`config.mk`:
```
export PLATFORM = sky130hd
export DESIGN_NAME = clk_div_sched
export DESIGN_NICKNAME = d
export VERILOG_FILES = /design/src/rtl/clk_div_sched.sv
export SDC_FILE = /design/constraint.sdc
export NUM_CORES = 1
export LEC_CHECK = 0
export CAP_MARGIN = 20
export CORE_AREA = 2 2 39 41
export CTS_BUF_LIST = sky130_fd_sc_hd__clkbuf_2 sky130_fd_sc_hd__clkbuf_4 sky130_fd_sc_hd__clkbuf_8
export DETAILED_ROUTE_END_ITERATION = 16
export DIE_AREA = 0 0 41 43
export GPL_TIMING_DRIVEN = 0
export PLACE_DENSITY = 0.91
export SYNTH_ARGS = -nofsm -noshare
export SYNTH_HDL_FRONTEND = slang
export SYNTH_SLANG_ARGS = --single-unit
```
`constraint.sdc`:
```
create_clock -name clk -period 6.5 [get_ports clk]
set_input_delay 1.3 -clock clk [delete_from_list [all_inputs] [get_ports clk]]
set_output_delay 1.3 -clock clk [all_outputs]
set_load 0.02 [all_outputs]
```
`src/rtl/clk_div_sched.sv`:
```
// Run-time controller for a power-of-two clock divider (/2, /4, /8, /16) with glitch-free ratio and run/stop changes.
// Latency: outputs decode registered state; a ratio change lands MAX_old - cnt_at_accept + 1 cycles after accept.
// Backpressure: cfg_ready drops while a pending ratio waits for the current period to finish; requester holds cfg_valid.
module clk_div_sched #(
  parameter logic [1:0] RESET_SEL = 2'b00
) (
  input  logic       clk,
  input  logic       rst,
  input  logic       run_en,
  input  logic       cfg_valid,
  input  logic [1:0] cfg_sel,
  output logic       cfg_ready,
  output logic       div_out,
  output logic       tick,
  output logic       switch_done,
  output logic [1:0] cur_sel,
  output logic       busy
);

  typedef enum logic [1:0] {
    IDLE  = 2'b00,
    RUN   = 2'b01,
    DRAIN = 2'b10
  } state_t;

  state_t     state, state_nxt;
  logic [3:0] cnt, cnt_nxt, max_cnt;
  logic [1:0] sel_nxt, pend_sel, pend_nxt;
  logic       sw_nxt;
  logic       at_max, accept;

  // Terminal count of the currently applied ratio.
  always_comb begin
    case (cur_sel)
      2'd0:    max_cnt = 4'd1;
      2'd1:    max_cnt = 4'd3;
      2'd2:    max_cnt = 4'd7;
      default: max_cnt = 4'd15;
    endcase
  end

  assign busy      = (state != IDLE);
  assign at_max    = (cnt == max_cnt);
  assign cfg_ready = (state != DRAIN);
  assign accept    = cfg_valid && cfg_ready;
  // Low half first: bit k of the counter is the divided square wave.
  assign div_out   = busy && cnt[cur_sel];
  assign tick      = busy && at_max;

  // Next-state logic: ratio and run/stop changes only take effect at the period boundary.
  always_comb begin
    state_nxt = state;
    cnt_nxt   = cnt;
    sel_nxt   = cur_sel;
    pend_nxt  = pend_sel;
    sw_nxt    = 1'b0;
    case (state)
      IDLE: begin
        cnt_nxt = 4'd0;
        // Nothing is running, so a new ratio can apply straight away.
        if (accept) sel_nxt = cfg_sel;
        if (run_en) state_nxt = RUN;
      end
      RUN: begin
        if (at_max) begin
          cnt_nxt = 4'd0;
          if (accept) begin
            sel_nxt = cfg_sel;
            sw_nxt  = 1'b1;
          end
          if (!run_en) state_nxt = IDLE;
        end else begin
          cnt_nxt = cnt + 4'd1;
          if (accept) begin
            pend_nxt  = cfg_sel;
            state_nxt = DRAIN;
          end
        end
      end
      DRAIN: begin
        if (at_max) begin
          cnt_nxt   = 4'd0;
          sel_nxt   = pend_sel;
          sw_nxt    = 1'b1;
          state_nxt = run_en ? RUN : IDLE;
        end else begin
          cnt_nxt = cnt + 4'd1;
        end
      end
      default: begin
        state_nxt = IDLE;
        cnt_nxt   = 4'd0;
      end
    endcase
  end

  // State register; reset discards any pending ratio.
  always_ff @(posedge clk or negedge rst) begin
    if (!rst) begin
      state       <= IDLE;
      cnt         <= 4'd0;
      cur_sel     <= RESET_SEL;
      pend_sel    <= 2'd0;
      switch_done <= 1'b0;
    end else begin
      state       <= state_nxt;
      cnt         <= cnt_nxt;
      cur_sel     <= sel_nxt;
      pend_sel    <= pend_nxt;
      switch_done <= sw_nxt;
    end
  end

endmodule

```
==> reports/summary.txt <==
Clock Latency Late Sink: 0.26 ns
Clock skew: 0.0001724 ns
Core Area: 0.001384 mm^2
Unrepaired setup endpoints after global routing: false
Total wire length: 1257 um
Max VDD drop: 0.2352 mV
Final Instance Count excl. Fillers: 95
Clock sink count: 11
Pin count of the biggest net entering global routing: 12
Worst EP required: 5.20 ns
Lkg Pwr: 0.3711 nW
Worst Tran Pin Value: 0.4815 ns
Hold wc startpoint: pend_sel[0]$_DFFE_PN0P_
Synthesized cell area: 693.2 um^2
Critical path origin: cur_sel[1]$_DFFE_PN0P_
Placed cell areas: 833.3 um^2
RD Place Congestion: 0.7049
Initial drt markers: 11
Worst rel slew slack: 67.80%
Fillcell total: 119
CTS Buf Count: 3
Starting Density: 50.09%
Vias post-DR: 538
Crit Path Class: reg2out
Final hold violation count: 0
Final core utilization: 62.39%
Crit path DAT: 2.50 ns
Layout cells sized above 1: 15.19%
P per Cell Area: 448.3 mW/mm^2
Placed Instances: 91
First-pass GRT wire length: 2104 um
Root Buffer: clkbuf_4
Finished layout cell area: 863.3 um^2
Routed Antenna Nets: 0
Vias per cell: 5.663
Worst hold slack: 0.5144 ns
Port-buffer cells: 12
Tcrit/Tclk final: 58.47%
CP max FO: 7
CTS tree: done
Vias in the first global route: 515
Outcome: finished, final reports clean
Layout Nets: 91
Hold Buf Count CTS: 0
Yosys cell types: 27
IO Count: 13
CTS resizes: 0
Global Route Usage Sum: 17.83%
Syn Inst Count: 63
Placement Rows: 14
Setup bufs post-CTS: 0
Drt drc: 0
Critical Path Sink Type: output pin
Final setup viols: 0
Avg WL per Cell: 13.23 um
DP HPWL: 981.4 um
#FFs+latches synth: 11
Net Count, Synth: 74
Syn_area_per_cell: 11.00 um^2
Overflow after GRT: 0
Clock transition at path regs: 0.07 ns
HP Class: reg2reg
Initial antenna violation count: 0
Diodes inserted: 0
Final setup TNS: 0 ns
Ys Warns: 0
Reg-to-Reg Start: cur_sel[1]$_DFFE_PN0P_
Drt pass-1 iters: 4
CTS H-tree lvls: 1
Die Span Y: 43 um
Period minus WS final: 3.801 ns
Die Footprint: 0.001763 mm^2
Max-Cap Viols: 0
Max Freq: 0.2631 GHz
Chip width: 41 um
Clock buffer depth: 2
Syn-to-layout area delta: 24.55%
Final Max Tran Viols: 0
Seq/Total Area, Yosys: 39.71%
Crit path launch type: register
[cells in the mapped netlist, drive strengths merged]
cell type	instances	share of area (%)
nor2b	2	1.8
nand3b	1	1.1
inv	5	2.7
nand2	3	1.6
clkbuf	1	0.54
nand3	2	1.4
ha	5	9.0
or3b	1	1.3
a21oi	2	1.4
a211oi	1	1.8
or4b	1	1.4
nand4	1	0.90
nor3b	2	2.2
and3	1	0.90
dfrtp	11	40
o41a	1	1.6
mux4	1	3.8
nor2	6	3.2
xor2	1	1.3
and2	1	0.90
o211ai	2	2.2
o32ai	1	2.3
o311ai	1	1.3
xnor2	1	1.3
a211o	1	1.3
mux2	8	13
[state kept, by name (all words and copies together) (netlist names)]
| name | count |
|---|---|
| state | 2 |
| pend_sel | 2 |
| cur_sel | 2 |
| cnt | 4 |
| switch_done | 1 |
[where the power goes]
group | switching [W] | leakage [nW] | internal, W
logic | 0.0000995 | 0.213 | 0.000111
registers | 0.0000309 | 0.140 | 0.0000949
clock network | 0.0000229 | 0.0184 | 0.0000279
[worst max-delay path, cell delays in order (launching register included)]
cell	delay (ns)
dfrtp_1	0.45
or4b_1	0.53
o32ai_2	0.37
nor2_1	0.17
nor2_1	0.11
clkdlybuf4s50_1	0.60
[cell families (layout without fill, tap and decap cells)]
kind of cell,Yosys count,after routing,share of synthesized area [%]
AOI/OAI and AO/OA,9,9,11.91
xor gates and xnor gates,2,2,2.528
adders and majority gates,5,5,9.025
buffers and inverters,6,22,3.249
DFF,11,11,39.71
muxes,9,9,16.79
and+or+nand+nor,21,21,16.79
[per-stage QoR]
stage | setup WS, ns | power, W
final | 2.699 | 0.0003870
after global routing | 2.540 | 0.0004174
after CTS | 2.690 | 0.0003877
after global placement | 3.012 | 0.0003285
after detailed placement | 2.977 | 0.0003374
after floorplan | 3.443 | 0.0002694
[path summary, 6_finish.rpt]
kind	cells past startpoint	slack [ns]	to
min in group asynchronous	1	1.36	cnt[3]$_DFF_PN0_
worst min-delay path	1	0.51	pend_sel[0]$_DFFE_PN0P_
worst max register to register	5	4.21	cur_sel[1]$_DFFE_PN0P_
worst max-delay path	5	2.70	tick
worst min register to register	1	0.51	pend_sel[0]$_DFFE_PN0P_
max in group asynchronous	1	4.82	state[0]$_DFFE_PN0P_
[layer usage]
metal | vias to the layer above | wire [um] | part of all wire [%] | GRT usage, %
li1 | 262 | - | - | -
met3 | 4 | 45 | 3.6 | 3.141
met4 | 0 | 32 | 2.5 | 10.00
met5 | - | 0 | 0 | 0
met2 | 13 | 607 | 48 | 28.13
met1 | 259 | 572 | 46 | 21.65
[cell usage in the layout (no fill, tap or decap)]
cell,netlist,layout
inv_1,5,5
and3_1,1,1
mux4_1,1,1
clkbuf_1,1,1
o41a_1,1,1
nand3_1,2,2
nor3b_1,2,2
nor2b_1,2,2
o211ai_1,2,2
a21oi_1,2,2
nand4_1,1,1
a211oi_2,1,1
ha_1,5,5
o32ai_2,1,1
o311ai_0,1,1
mux2_1,2,2
xnor2_1,1,1
or4b_1,1,1
nand3b_1,1,1
xor2_1,1,1
clkdlybuf4s50_1,0,12
clkbuf_4,0,4
mux2_2,6,6
or3b_1,1,1
and2_1,1,1
nor2_1,6,6
a211o_1,1,1
dfrtp_1,11,11
nand2_1,3,3
[area by class of cell]
class / count / area, um^2 / area share (%)
Timing Repair Buffer: 12 / 120.1 / 13.91
Buffer: 1 / 3.754 / 0.4348
Tap cell: 16 / 20.02 / 2.319
Multi-Input combinational cell: 46 / 395.4 / 45.80
Sequential cell: 11 / 275.3 / 31.88
Inverter: 5 / 18.77 / 2.174
Clock buffer: 4 / 30.03 / 3.478
Power figures use the tool's default switching activity.
